$ cat src/rtl/lcd_pkg.sv
// -----------------------------------------------------------------------------
// lcd_pkg
// Shared definitions for the character-LCD bus controller:
//   - FSM state encoding (state_t and the ST_* constants)
//   - long-wait command decode constants (clear / home)
//   - power-on init nibble constants and the init wait multiplier
//   - helpers: delay_load() turns a cycle count into a down-counter load
//     value, and is_long_cmd() classifies a latched command.
// -----------------------------------------------------------------------------
package lcd_pkg;

  typedef logic [2:0] state_t;

  localparam state_t ST_IDLE      = 3'd0;
  localparam state_t ST_SETUP     = 3'd1;
  localparam state_t ST_ENABLE    = 3'd2;
  localparam state_t ST_HOLD      = 3'd3;
  localparam state_t ST_GAP       = 3'd4;
  localparam state_t ST_POST_WAIT = 3'd5;

  // Instruction bytes (rs=0) that need the long execution wait.
  localparam logic [7:0] CMD_CLEAR    = 8'h01;
  localparam logic [7:0] CMD_HOME     = 8'h02;
  localparam logic [7:0] CMD_HOME_ALT = 8'h03;

  // Power-on init: 0x3 selects 8-bit interface, 0x2 then drops to 4-bit.
  localparam logic [3:0] INIT_NIB_8BIT = 4'h3;
  localparam logic [3:0] INIT_NIB_4BIT = 4'h2;

  // The first init wait is this many long waits.
  localparam int unsigned INIT_WAIT_MULT = 10;

  // A state lasting N cycles loads N-1 and leaves on zero; N=0 acts as N=1.
  function automatic int unsigned delay_load(input int unsigned cyc);
    return (cyc == 0) ? 0 : cyc - 1;
  endfunction

  function automatic logic is_long_cmd(input logic rs, input logic [7:0] data);
    return !rs && ((data == CMD_CLEAR) || (data == CMD_HOME) || (data == CMD_HOME_ALT));
  endfunction

endpackage

$ cat src/rtl/lcd_delay_timer.sv
// -----------------------------------------------------------------------------
// lcd_delay_timer
// Loadable down-counter shared by every timed state of the LCD controller.
// It loads i_value on i_load, counts down to zero and parks there; it never
// wraps. o_done is high while the count is zero.
//
// Ports:
//   clk, rst_n      clock, asynchronous active-low reset (clears the count)
//   i_load          load i_value this cycle
//   i_value         load value (cycles remaining minus one)
//   o_done          count has reached zero
// -----------------------------------------------------------------------------
module lcd_delay_timer #(
  parameter int unsigned CNT_W = 20
) (
  input  logic             clk,
  input  logic             rst_n,
  input  logic             i_load,
  input  logic [CNT_W-1:0] i_value,
  output logic             o_done
);

  logic [CNT_W-1:0] r_cnt;

  // NOTE: sequential state is updated with non-blocking assignments only, so
  // every flop samples the values from before the edge.
  always_ff @(posedge clk or negedge rst_n) begin
    if (!rst_n) begin
      r_cnt <= '0;
    end else if (i_load) begin
      r_cnt <= i_value;
    end else if (r_cnt != '0) begin
      r_cnt <= r_cnt - CNT_W'(1);
    end
  end

  assign o_done = (r_cnt == '0);

endmodule

$ cat src/rtl/lcd_bus_ctrl.sv
// -----------------------------------------------------------------------------
// lcd_bus_ctrl
// HD44780-class character-LCD bus controller. Accepts one {rs, rw, byte}
// command per valid/ready handshake and drives it onto the LCD pins as two
// nibbles (BUS_WIDTH=4, upper nibble first) or one byte (BUS_WIDTH=8), with
// setup / enable / hold / inter-nibble / post-command delays set by
// parameters. Clear and home instructions get the long post-command wait.
//
// Optional build macro: LCD_INIT_SEQ_EN
//   When defined, the block runs the power-on init sequence by itself after
//   reset release (long wait x10, three 0x3 nibbles, plus 0x2 in 4-bit mode)
//   and only then raises in_ready. When undefined, in_ready rises on the
//   first clock after reset release.
//
// Ports:
//   clk, rst_n            clock, asynchronous active-low reset
//   in_valid / in_ready   command handshake (accept on valid & ready)
//   in_rs, in_rw, in_data command fields, latched on accept
//   busy                  transaction (or init) in progress
//   lcd_rs, lcd_rw        LCD RS / RW pins
//   lcd_en                LCD E pin
//   lcd_data              LCD data pins (BUS_WIDTH wide)
// All outputs are flops; no in_* input reaches an output combinationally.
// -----------------------------------------------------------------------------
module lcd_bus_ctrl
  import lcd_pkg::*;
#(
  parameter int unsigned BUS_WIDTH     = 4,
  parameter int unsigned SETUP_CYC     = 2,
  parameter int unsigned EN_CYC        = 12,
  parameter int unsigned HOLD_CYC      = 2,
  parameter int unsigned GAP_CYC       = 32,
  parameter int unsigned CMD_WAIT_CYC  = 2000,
  parameter int unsigned LONG_WAIT_CYC = 76000,
  parameter int unsigned CNT_W         = 20
) (
  input  logic                 clk,
  input  logic                 rst_n,
  input  logic                 in_valid,
  output logic                 in_ready,
  input  logic                 in_rs,
  input  logic                 in_rw,
  input  logic [7:0]           in_data,
  output logic                 busy,
  output logic                 lcd_rs,
  output logic                 lcd_rw,
  output logic                 lcd_en,
  output logic [BUS_WIDTH-1:0] lcd_data
);

  localparam logic [CNT_W-1:0] LD_SETUP = CNT_W'(delay_load(SETUP_CYC));
  localparam logic [CNT_W-1:0] LD_EN    = CNT_W'(delay_load(EN_CYC));
  localparam logic [CNT_W-1:0] LD_HOLD  = CNT_W'(delay_load(HOLD_CYC));
  localparam logic [CNT_W-1:0] LD_GAP   = CNT_W'(delay_load(GAP_CYC));
  localparam logic [CNT_W-1:0] LD_CMD   = CNT_W'(delay_load(CMD_WAIT_CYC));
  localparam logic [CNT_W-1:0] LD_LONG  = CNT_W'(delay_load(LONG_WAIT_CYC));

  localparam bit NIBBLE_MODE = (BUS_WIDTH != 8);

`ifdef LCD_INIT_SEQ_EN
  localparam logic [CNT_W-1:0] LD_INIT    = CNT_W'(delay_load(LONG_WAIT_CYC * INIT_WAIT_MULT));
  // 8-bit mode stops after the three 0x3 writes; 4-bit adds the 0x2 write.
  localparam logic [2:0]       INIT_STEPS = NIBBLE_MODE ? 3'd4 : 3'd3;
`endif

  // Latched transaction context.
  state_t     r_state;
  logic [7:0] r_byte;
  logic       r_lo_phase;   // second (low) nibble of a 4-bit transfer
  logic       r_single;     // init write: one transfer regardless of bus width
  logic       r_long;       // post wait uses LONG_WAIT_CYC

  state_t           w_state_nxt;
  logic [7:0]       w_byte_nxt;
  logic             w_rs_nxt;
  logic             w_rw_nxt;
  logic             w_lo_nxt;
  logic             w_single_nxt;
  logic             w_long_nxt;
  logic             w_tmr_load;
  logic [CNT_W-1:0] w_tmr_value;
  logic             w_tmr_done;
  logic             w_accept;
  logic             w_ready_nxt;
  logic             w_enter_setup;
  logic [BUS_WIDTH-1:0] w_pin_data;

`ifdef LCD_INIT_SEQ_EN
  logic       r_init_done;
  logic [2:0] r_init_step;
  logic       w_init_done_nxt;
  logic [2:0] w_init_step_nxt;
`endif

  lcd_delay_timer #(
    .CNT_W (CNT_W)
  ) u_timer (
    .clk     (clk),
    .rst_n   (rst_n),
    .i_load  (w_tmr_load),
    .i_value (w_tmr_value),
    .o_done  (w_tmr_done)
  );

  // in_ready is a flop that is high exactly while the FSM sits in IDLE.
  assign w_accept = in_valid && in_ready;

  // ---------------------------------------------------------------------------
  // Next-state logic. Every timed state was entered with the counter loaded
  // to its length minus one, so w_tmr_done marks its last cycle.
  // ---------------------------------------------------------------------------
  always_comb begin
    // NOTE: every signal gets a default before the case so no path can leave
    // one unassigned and infer a latch.
    w_state_nxt  = r_state;
    w_byte_nxt   = r_byte;
    w_rs_nxt     = lcd_rs;
    w_rw_nxt     = lcd_rw;
    w_lo_nxt     = r_lo_phase;
    w_single_nxt = r_single;
    w_long_nxt   = r_long;
    w_tmr_load   = 1'b0;
    w_tmr_value  = '0;
`ifdef LCD_INIT_SEQ_EN
    w_init_done_nxt = r_init_done;
    w_init_step_nxt = r_init_step;
`endif

    case (r_state)
      ST_IDLE: begin
`ifdef LCD_INIT_SEQ_EN
        if (!r_init_done) begin
          // Power-on wait reuses POST_WAIT; it exits into the init writes.
          w_state_nxt = ST_POST_WAIT;
          w_tmr_load  = 1'b1;
          w_tmr_value = LD_INIT;
        end else
`endif
        if (w_accept) begin
          w_state_nxt  = ST_SETUP;
          w_byte_nxt   = in_data;
          w_rs_nxt     = in_rs;
          w_rw_nxt     = in_rw;
          w_lo_nxt     = 1'b0;
          w_single_nxt = 1'b0;
          w_long_nxt   = is_long_cmd(in_rs, in_data);
          w_tmr_load   = 1'b1;
          w_tmr_value  = LD_SETUP;
        end
      end

      ST_SETUP: begin
        if (w_tmr_done) begin
          w_state_nxt = ST_ENABLE;
          w_tmr_load  = 1'b1;
          w_tmr_value = LD_EN;
        end
      end

      ST_ENABLE: begin
        if (w_tmr_done) begin
          w_state_nxt = ST_HOLD;
          w_tmr_load  = 1'b1;
          w_tmr_value = LD_HOLD;
        end
      end

      ST_HOLD: begin
        if (w_tmr_done) begin
          w_tmr_load = 1'b1;
          if (NIBBLE_MODE && !r_lo_phase && !r_single) begin
            w_state_nxt = ST_GAP;
            w_tmr_value = LD_GAP;
          end else begin
            w_state_nxt = ST_POST_WAIT;
            w_tmr_value = r_long ? LD_LONG : LD_CMD;
          end
        end
      end

      ST_GAP: begin
        if (w_tmr_done) begin
          w_state_nxt = ST_SETUP;
          w_lo_nxt    = 1'b1;
          w_tmr_load  = 1'b1;
          w_tmr_value = LD_SETUP;
        end
      end

      ST_POST_WAIT: begin
        if (w_tmr_done) begin
`ifdef LCD_INIT_SEQ_EN
          if (!r_init_done) begin
            if (r_init_step == INIT_STEPS) begin
              w_init_done_nxt = 1'b1;
              w_state_nxt     = ST_IDLE;
            end else begin
              // Init nibble sits in the upper half: the 4-bit bus sends only
              // the high nibble, the 8-bit bus sees 0x30 / 0x20.
              w_state_nxt     = ST_SETUP;
              w_byte_nxt      = {(r_init_step == 3'd3) ? INIT_NIB_4BIT : INIT_NIB_8BIT, 4'h0};
              w_rs_nxt        = 1'b0;
              w_rw_nxt        = 1'b0;
              w_lo_nxt        = 1'b0;
              w_single_nxt    = 1'b1;
              w_long_nxt      = (r_init_step != 3'd3);
              w_init_step_nxt = r_init_step + 3'd1;
              w_tmr_load      = 1'b1;
              w_tmr_value     = LD_SETUP;
            end
          end else
`endif
          w_state_nxt = ST_IDLE;
        end
      end

      default: begin
        w_state_nxt = ST_IDLE;
      end
    endcase
  end

`ifdef LCD_INIT_SEQ_EN
  assign w_ready_nxt = (w_state_nxt == ST_IDLE) && w_init_done_nxt;
`else
  assign w_ready_nxt = (w_state_nxt == ST_IDLE);
`endif

  // Pins only change on entry into SETUP (first nibble or second nibble).
  assign w_enter_setup = (w_state_nxt == ST_SETUP) && (r_state != ST_SETUP);

  if (BUS_WIDTH == 8) begin : g_bus8
    assign w_pin_data = w_byte_nxt;
  end else begin : g_bus4
    assign w_pin_data = w_lo_nxt ? w_byte_nxt[3:0] : w_byte_nxt[7:4];
  end

  // ---------------------------------------------------------------------------
  // State and output registers. Outputs are registered from the next-state
  // decode so they line up with the state they describe.
  // ---------------------------------------------------------------------------
  always_ff @(posedge clk or negedge rst_n) begin
    if (!rst_n) begin
      r_state    <= ST_IDLE;
      r_byte     <= '0;
      r_lo_phase <= 1'b0;
      r_single   <= 1'b0;
      r_long     <= 1'b0;
      in_ready   <= 1'b0;
      busy       <= 1'b0;
      lcd_rs     <= 1'b0;
      lcd_rw     <= 1'b0;
      lcd_en     <= 1'b0;
      lcd_data   <= '0;
    end else begin
      r_state    <= w_state_nxt;
      r_byte     <= w_byte_nxt;
      r_lo_phase <= w_lo_nxt;
      r_single   <= w_single_nxt;
      r_long     <= w_long_nxt;
      in_ready   <= w_ready_nxt;
      busy       <= !w_ready_nxt;
      lcd_en     <= (w_state_nxt == ST_ENABLE);
      if (w_enter_setup) begin
        lcd_rs   <= w_rs_nxt;
        lcd_rw   <= w_rw_nxt;
        lcd_data <= w_pin_data;
      end
    end
  end

`ifdef LCD_INIT_SEQ_EN
  always_ff @(posedge clk or negedge rst_n) begin
    if (!rst_n) begin
      r_init_done <= 1'b0;
      r_init_step <= 3'd0;
    end else begin
      r_init_done <= w_init_done_nxt;
      r_init_step <= w_init_step_nxt;
    end
  end
`endif

endmodule

$ cat config.mk
export PLATFORM = sky130hd
export DESIGN_NAME = lcd_bus_ctrl
export DESIGN_NICKNAME = d
export VERILOG_FILES = /design/src/rtl/lcd_pkg.sv /design/src/rtl/lcd_delay_timer.sv /design/src/rtl/lcd_bus_ctrl.sv
export SDC_FILE = /design/constraint.sdc
export NUM_CORES = 1
export LEC_CHECK = 0
export ABC_AREA = 1
export CORE_ASPECT_RATIO = 0.5
export CORE_MARGIN = 2
export CORE_UTILIZATION = 57
export DETAILED_ROUTE_END_ITERATION = 10
export DONT_BUFFER_PORTS = 1
export PLACE_DENSITY = 0.75
export SLEW_MARGIN = 20
export SYNTH_ARGS = -nofsm -noshare
export SYNTH_HDL_FRONTEND = slang
export SYNTH_SLANG_ARGS = --single-unit
$ cat constraint.sdc
create_clock -name clk -period 1.8 [get_ports clk]
set_clock_uncertainty 0.05 [all_clocks]
set_input_delay 0.54 -clock clk [delete_from_list [all_inputs] [get_ports clk]]
set_output_delay 0.54 -clock clk [all_outputs]
set_load 0.005 [all_outputs]
**After elaboration in Yosys (flattened, before gate mapping)**

Index checks and enable logic that the tools add are counted.

- Register bits after elaboration: 42
- Word-level logic and storage cells: 65
- Input port bits: 13
- Output and inout bits: 9

- $add $sub $neg: 1
- Muxes and demuxes: 26
- Reductions and logical operators: 16
- Equality and inequality tests: 11

Operators by type and width:

| cell | count |
|---|---|
| $pmux W17 S4 | 1 |
| $mux W17 | 3 |
| $mux W20 | 2 |
| $logic_not A20 Y1 | 1 |
| $reduce_bool A20 Y1 | 1 |
| $sub A20 B1 Y20 const B | 1 |
| $mux W3 | 6 |
| $pmux W3 S6 | 1 |
| $eq A8 B2 Y1 const B | 2 |
| $mux W8 | 2 |
| $eq A3 B2 Y1 const B | 3 |
| $eq A8 B1 Y1 const B | 1 |
| $mux W4 | 2 |
| $mux W1 | 7 |
| $eq A3 B1 Y1 const B | 2 |
| $eq A3 B3 Y1 const B | 2 |
| $logic_not A3 Y1 | 2 |
| $pmux W1 S2 | 2 |
| $reduce_or A4 Y1 | 1 |
| $logic_and A1 B1 Y1 | 3 |
| $ne A3 B1 Y1 const B | 1 |
| $reduce_and A3 Y1 | 1 |
| $logic_not A1 Y1 | 2 |
| $logic_or A1 B1 Y1 | 2 |
| other kinds (3) | 3 |

**Longest topological paths before layout**

Gate-level depths: netlist of the first run.

- Word-level depth: 6
- Depth in mapped cells: 11

**Hierarchy**

A second synthesis of the first run with hierarchy kept.

- Cells, all modules: 372
- Area, all modules: 2636.3 um^2

Modules (own cells, without submodules):

| module | sequential area each (um^2) | times used | area an instance (um^2) | cells an instance |
|---|---|---|---|---|
| lcd_delay_timer | 500.5 | 1 | 1390.1 | 209 |
| lcd_bus_ctrl | 550.5 | 1 | 1246.2 | 163 |

**Worst setup path before layout of the first run**

No wires, ideal clock.

- Path type: reg2reg
- Start point: reg u_timer.r_cnt[0]
- End point: reg u_timer.r_cnt[10]
- Required time: 1626 ps
- Clock period less this slack: 1655 ps
- Arrival time: 1482 ps
- Library setup time: 124 ps
- Setup slack: 145 ps
- Buffers on the path: 1
- Cell stages (with the launch flop): 11
- Cell sequence: dfrtp_1 inv_1 ha_1 nand2_1 nor2_2 nand3_4 nand2_1 nand2_2 buf_4 nand2_1 a21oi_1

- Longest elaborated chain between the ends: 4
- Elaborated cells on any way between the ends: 10
- Classes of those cells: add/sub (1); mux (6); reduce/logical (3)

RTL lines:

| item | line | text |
|---|---|---|
| start: declaration | lcd_delay_timer.sv:23 | `logic [CNT_W-1:0] r_cnt;` |
| start signal: assignment | lcd_delay_timer.sv:31 | `r_cnt <= i_value;` |
| start signal: assignment | lcd_delay_timer.sv:33 | `r_cnt <= r_cnt - CNT_W'(1);` |
| branches (longest 4 deep; another with $sub A20 B1 Y20) | n/a |  |

Several ways; the timed one is not identified. The select of a mux whose other input is x is not followed.
A chain may end at the register's enable or synchronous reset.

**Final worst setup path of the first run**

- Start point: reg u_timer.r_cnt[8]
- End point: reg u_timer.r_cnt[13]

The elaborated chain is that of the path after synthesis.

==> results.yml, run 1 <==
sta:
  fin_ws_ps: -38.2
  tightest_slew_ps: 369
  rsz0062_at_grt: "true"
  slew_violations: 0
  finalSetupViolations: 3
  fin_crit_ps: 1840
  relSlewSlack: 0.753
  period_share: 1.02
  tns_ps: -66.2
  timing.fmax_mhz: 544
  hold_viol: 0
  hold_slack_ps: 25.0
grt:
  grt_pass1_vias: 1943
  track_usage: 0.250
  antenna_found_initial: 0
  grt_max_degree: 43
  grt_pass1_wl_mm: 8.81
  overflow: 0
critical_path:
  critPathArrivalTime_ps: 2010
  worst_setup_path_start_kind: "flip-flop"
  worstSetupPathType: "flip-flop to flip-flop"
  crit_required_ps: 1980
  cp-end-kind: "flip-flop"
  path_max_fanout: 7
pwr:
  power.internal_mw: 1.36
  power_frac_seq: 0.550
  comb_power_share: 0.016
  p_sw_mw: 0.351
  p_total_mw: 1.71
  vdd_ir_drop_max_mv: 0.552
  p_sw_frac: 0.205
  p_leak_nw: 1.38
  p_clk_frac: 0.434
  p_per_area_mw_per_mm2: 597
synth:
  yosysWarnings: 0
  ys_seq_elements: 42
  ys_top_cells_by_count: "81 x nand2_1, 42 x dfrtp_1, 33 x nor2_1"
  syn_inst: 290
  ys_types: 28
  synth.most_common_cell: "nand2_1"
  synth_area_leaders: "dfrtp_1 46%, nand2_1 13%, nor2_1 5.4%"
  yosysTopAreaCellShare: 0.462
  ys_async_sr_fraction: 1.00
  synthesis.area_sq_mm: 0.00227
  ys.flop_type: "dfrtp_1"
  synth_top_area_cell: "dfrtp_1"
  synth_fp_nets: 305
  ys_seq_area_frac: 0.462
  synth_edf_count: 0
  avgSynthCellArea_sq_um: 7.84
status:
  outcome: "finished, violations left"
  violations: "setup timing"
cells_and_area:
  finish.instance_area_sq_mm: 0.00287
  areaGrowthSynthToFinish_pct: 26.3
  n_antenna_cell: 0
  drive_gt1_frac: 0.305
  layout.nets: 345
clock_network:
  ctsRootBufferMaster: "clkbuf_8"
  clock_latency_ps: 300
  clock_path_buffers: 2
  cts_sinks: 42
  cts_tree: "built"
  cts_buffers: 5
  clk_pin_slew_ps: 90
  htreeDepth: 2
drt:
  final_antenna_net_count: 0
  wl_per_cell_um: 15.0
  vias: 2081
  detail_route.first_pass.iterations: 5
  viasPerCell: 5.41
  drc_errors: 0
  first_iter_violations: 188
  wirelength_mm: 5.76
die:
  row_count: 16
  die_h_um: 48.7
  core_sq_mm: 0.00386
  fp.dieArea_sq_mm: 0.00454
  initial_core_util: 0.589
  dieWidth_um: 93.3
  pin_count: 22
place:
  routabilityCongestion: 0.947
  dp_hpwl_mm: 3.65
  port_buffers: 0
  dpl-instance-area_sq_mm: 0.00247
flow_run:
  drv_cap: 0
worst_hold_path:
  worstHoldPathType: "input pin to asynchronous set/reset pin"
-- cells by family after synthesis --
logic type,after synthesis,synth area share
compound gates,28,0.0666
xor+xnor,14,0.0539
fa+ha+maj,2,0.0110
buf+inv,36,0.0627
flops,42,0.462
mux,2,0.00990
simple gates,166,0.334
-- cell usage in the layout, fill, tap and decap left out, types with 2 or more instances in the layout --
cell type  Yosys  final
inv_2          1      6
a21oi_2        0      3
nand4_1        5      5
o21ai_1        0      2
buf_4          1     32
nor3_1        10      7
dfrtp_1       42     41
nor2_2         8     13
buf_6          0      3
nand3_2        2      5
mux2_2         2      2
nand2_1       81     72
nand2_2        4     12
nor2_1        33     25
clkbuf_8       0      5
buf_12         0      2
xnor2_1        7      7
nor2_4         3      6
nand3_1       17     13
a21oi_1       13     10
nor3_2         0      2
inv_1         30     25
nand3_4        1      2
xor2_1         7      7
o21ai_0       11      9
-- final cells by class --
cell class	instances	area (sq um)
Fill cell	259	991
Clock buffer	6	72.6
Sequential cell	42	1050
Timing Repair Buffer	37	314
Inverter	32	123
Multi-Input combinational cell	212	1210
Clock inverter	2	37.5
Tap cell	54	67.6
-- timing repair --
item / 4_1_cts / 5_1_grt
pin swaps: 6 / 23
hold buffers: 1 / 0
setup buffers: 4 / 14
endpoints found under the hold margin: 42 / 0
setup endpoints to repair: 9 / 19
resized for setup: 6 / 41
-- power by group through the flow --
stage / Combinational (mW) / Clock [mW] / Sequential [mW]
after global placement: 0.00498 / 0 / 0.962
after global routing: 0.0331 / 0.794 / 0.943
after CTS: 0.0285 / 0.748 / 0.943
after floorplan: 0.00407 / 0 / 0.962
after detailed placement: 0.00502 / 0 / 0.962
final: 0.0271 / 0.744 / 0.942
-- worst max-delay path, cell delays in order (launching register included) --
cell	delay (ps)
dfrtp_1	420
nor2_2	180
nand2_2	110
nor2_4	180
nand3_4	150
buf_6	160
inv_4	50
nand4_1	240
a21oi_2	230
-- sequential cells by signal, summed over array words and instances (netlist names), 3 cells and up --
| register | count |
|---|---|
| lcd_data | 4 |
| r_state | 3 |
| u_timer.r_cnt | 20 |
| r_byte | 8 |
-- final timing paths --
| kind | startpoint | to | slack [ps] | cells past startpoint |
|---|---|---|---|---|
| max | u_timer.r_cnt[8]$_DFFE_PN0P_ | u_timer.r_cnt[13]$_DFFE_PN0P_ | -40 | 8 |
| min | rst_n | u_timer.r_cnt[10]$_DFFE_PN0P_ | 20 | 1 |
| max reg2reg | u_timer.r_cnt[8]$_DFFE_PN0P_ | u_timer.r_cnt[13]$_DFFE_PN0P_ | -40 | 8 |
| min reg2reg | r_byte[1]$_DFF_PN0_ | r_byte[1]$_DFF_PN0_ | 460 | 2 |
| max in group asynchronous | rst_n | u_timer.r_cnt[4]$_DFFE_PN0P_ | 1450 | 1 |
| min in group clk | in_rw | lcd_rw$_DFFE_PN0P_ | 340 | 1 |
-- per-stage QoR --
step | setup slack [ps] | std cells | util
final | -38.2 | 385 | 0.744
after global routing | -86.8 | 385 | 0.744
after detailed placement | -61.5 | 358 | 0.639
after floorplan | 145 | 290 | -
after global placement | 35.9 | 358 | 0.639
after CTS | -7.99 | 371 | 0.686
-- layer usage --
layer | track usage | wire length [um] | share of wire
met5 | 0 | 0 | 0
met4 | 0.0613 | 38 | 0.0066
met3 | 0.0607 | 397 | 0.069
met2 | 0.426 | 2910 | 0.50
met1 | 0.324 | 2420 | 0.42
Note: power is estimated with default switching activity, not from simulation.
==> inputs of run 2 (changes only) <==
--- a/config.mk
+++ b/config.mk
@@ -12,6 +12,7 @@
 export DETAILED_ROUTE_END_ITERATION = 10
 export DONT_BUFFER_PORTS = 1
 export PLACE_DENSITY = 0.75
+export RECOVER_POWER = 50
 export SLEW_MARGIN = 20
 export SYNTH_ARGS = -nofsm -noshare
 export SYNTH_HDL_FRONTEND = slang
==> run 2 against run 1 <==
  * The run still ends with setup timing left
  * Sequential power hardly changed
  * Clock power about the same
  * Worst hold slack improved by 320 ps
  * Combinational power is 15% lower
  * Routed wire length is essentially flat
  * Die area unchanged
  * Maximum frequency about the same
  * Core utilization decreased by 0.39 points
  * Critical path type unchanged
  * Largest cell class unchanged
==> results.yml, run 2 (same netlist as run 1, synthesis figures left out) <==
drt:
  detail_route.first_pass.iterations: 6
  wirelength_mm: 5.76
  viasPerCell: 5.48
  final_antenna_net_count: 0
  vias: 2110
  first_iter_violations: 159
  drc_errors: 0
  wl_per_cell_um: 15.0
grt:
  grt_pass1_wl_mm: 8.81
  overflow: 0
  track_usage: 0.250
  grt_max_degree: 43
  grt_pass1_vias: 1943
  antenna_found_initial: 0
cells_and_area:
  n_antenna_cell: 0
  final_cell_count_no_fill: 385
  top_register: "u_timer.r_cnt"
  areaGrowthSynthToFinish_pct: 25.6
  top_regs: "u_timer.r_cnt: 20 flops, r_byte: 8 flops, lcd_data: 4 flops"
  layout.nets: 345
  largest_reg_flops: 20
  final_common_cell: "nand2_1"
  drive_gt1_frac: 0.305
  final_cell_mix: "72 x nand2_1, 41 x dfrtp_1, 32 x buf_4, 25 x inv_1, 25 x nor2_1"
  finish.instance_area_sq_mm: 0.00286
status:
  violations: "setup timing"
  outcome: "finished, violations left"
flow_run:
  drv_cap: 0
sta:
  hold_viol: 0
  tns_ps: -67.9
  relSlewSlack: 0.316
  period_share: 1.02
  tightest_slew_ps: 1030
  hold_slack_ps: 342
  fin_ws_ps: -38.7
  timing.fmax_mhz: 544
  rsz0062_at_grt: "true"
  slew_violations: 0
  finalSetupViolations: 3
  fin_crit_ps: 1840
critical_path:
  critPathArrivalTime_ps: 2020
  cp-end-kind: "flip-flop"
  worst_setup_path_start_kind: "flip-flop"
  worstSetupPathType: "flip-flop to flip-flop"
  crit_required_ps: 1980
  path_max_fanout: 7
pwr:
  p_per_area_mw_per_mm2: 598
  vdd_ir_drop_max_mv: 0.549
  p_leak_nw: 1.37
  p_total_mw: 1.71
die:
  initial_core_util: 0.589
  dieWidth_um: 93.3
  core_sq_mm: 0.00386
  fp.dieArea_sq_mm: 0.00454
  row_count: 16
  pin_count: 22
  die_h_um: 48.7
clock_network:
  clock_latency_ps: 300
  cts_sinks: 42
  htreeDepth: 2
  clock_path_buffers: 2
  clk_pin_slew_ps: 90
  cts_buffers: 5
  ctsRootBufferMaster: "clkbuf_8"
  cts_tree: "built"
worst_hold_path:
  worstHoldPathType: "input pin to flip-flop"
place:
  routabilityCongestion: 0.947
  dpl-instance-area_sq_mm: 0.00247
  dp_hpwl_mm: 3.65
  dp_cells: 358
  port_buffers: 0
run 2: area by class of cell:
type	instances	area, sq um
Clock buffer	6	72.6
Clock inverter	2	37.5
Fill cell	261	1010
Inverter	32	123
Multi-Input combinational cell	212	1210
Sequential cell	42	1050
Tap cell	54	67.6
Timing Repair Buffer	37	299
run 2: final timing paths:
path | startpoint | to | slack, ps | cells past startpoint
max in group asynchronous | rst_n | u_timer.r_cnt[4]$_DFFE_PN0P_ | 640 | 1
min reg2reg | r_byte[1]$_DFF_PN0_ | r_byte[1]$_DFF_PN0_ | 460 | 2
max reg2reg | u_timer.r_cnt[8]$_DFFE_PN0P_ | u_timer.r_cnt[13]$_DFFE_PN0P_ | -40 | 8
min | in_rw | lcd_rw$_DFFE_PN0P_ | 340 | 1
max | u_timer.r_cnt[8]$_DFFE_PN0P_ | u_timer.r_cnt[13]$_DFFE_PN0P_ | -40 | 8
min in group asynchronous | rst_n | u_timer.r_cnt[10]$_DFFE_PN0P_ | 350 | 1
run 2: per-stage QoR:
| stage | util | worst slack, ps |
|---|---|---|
| detailed placement | 0.639 | -61.5 |
| CTS | 0.686 | -7.99 |
| finish | 0.740 | -38.7 |
| global placement | 0.639 | 35.9 |
| global route | 0.740 | -86.8 |
| floorplan | - | 145 |
run 2: routing by layer:
layer,GRT usage,share of wire
met2,0.426,0.50
met5,0,0
met1,0.324,0.41
met4,0.0613,0.015
met3,0.0607,0.073
run 2: power breakdown:
part           leakage (nW)  internal (mW)  switching [mW]  total [mW]
sequential            0.508          0.943               0       0.943
clock                0.0514          0.414           0.329       0.743
combinational         0.814        0.00287          0.0202      0.0231
run 2: critical path, stage by stage (launching register included):
cell     delay (ps)
dfrtp_1         420
nor2_2          190
nand2_2         110
nor2_4          180
nand3_4         150
buf_6           160
inv_4            50
nand4_1         240
a21oi_2         230
run 2: timing repair:
action                                  CTS  global route
endpoints found under the hold margin    42             0
resized for setup                         6            41
hold buffers                              1             0
setup buffers                             4            14
endpoints found under the setup margin    9            19
pin swaps                                 6            23
==> inputs of run 3 (changes only) <==
--- a/config.mk
+++ b/config.mk
@@ -13,7 +13,6 @@
 export DONT_BUFFER_PORTS = 1
 export PLACE_DENSITY = 0.75
 export RECOVER_POWER = 50
-export SLEW_MARGIN = 20
 export SYNTH_ARGS = -nofsm -noshare
 export SYNTH_HDL_FRONTEND = slang
 export SYNTH_SLANG_ARGS = --single-unit
==> results of run 3 <==
No change in the layout: final DEF, timing and power equal those of run 2.
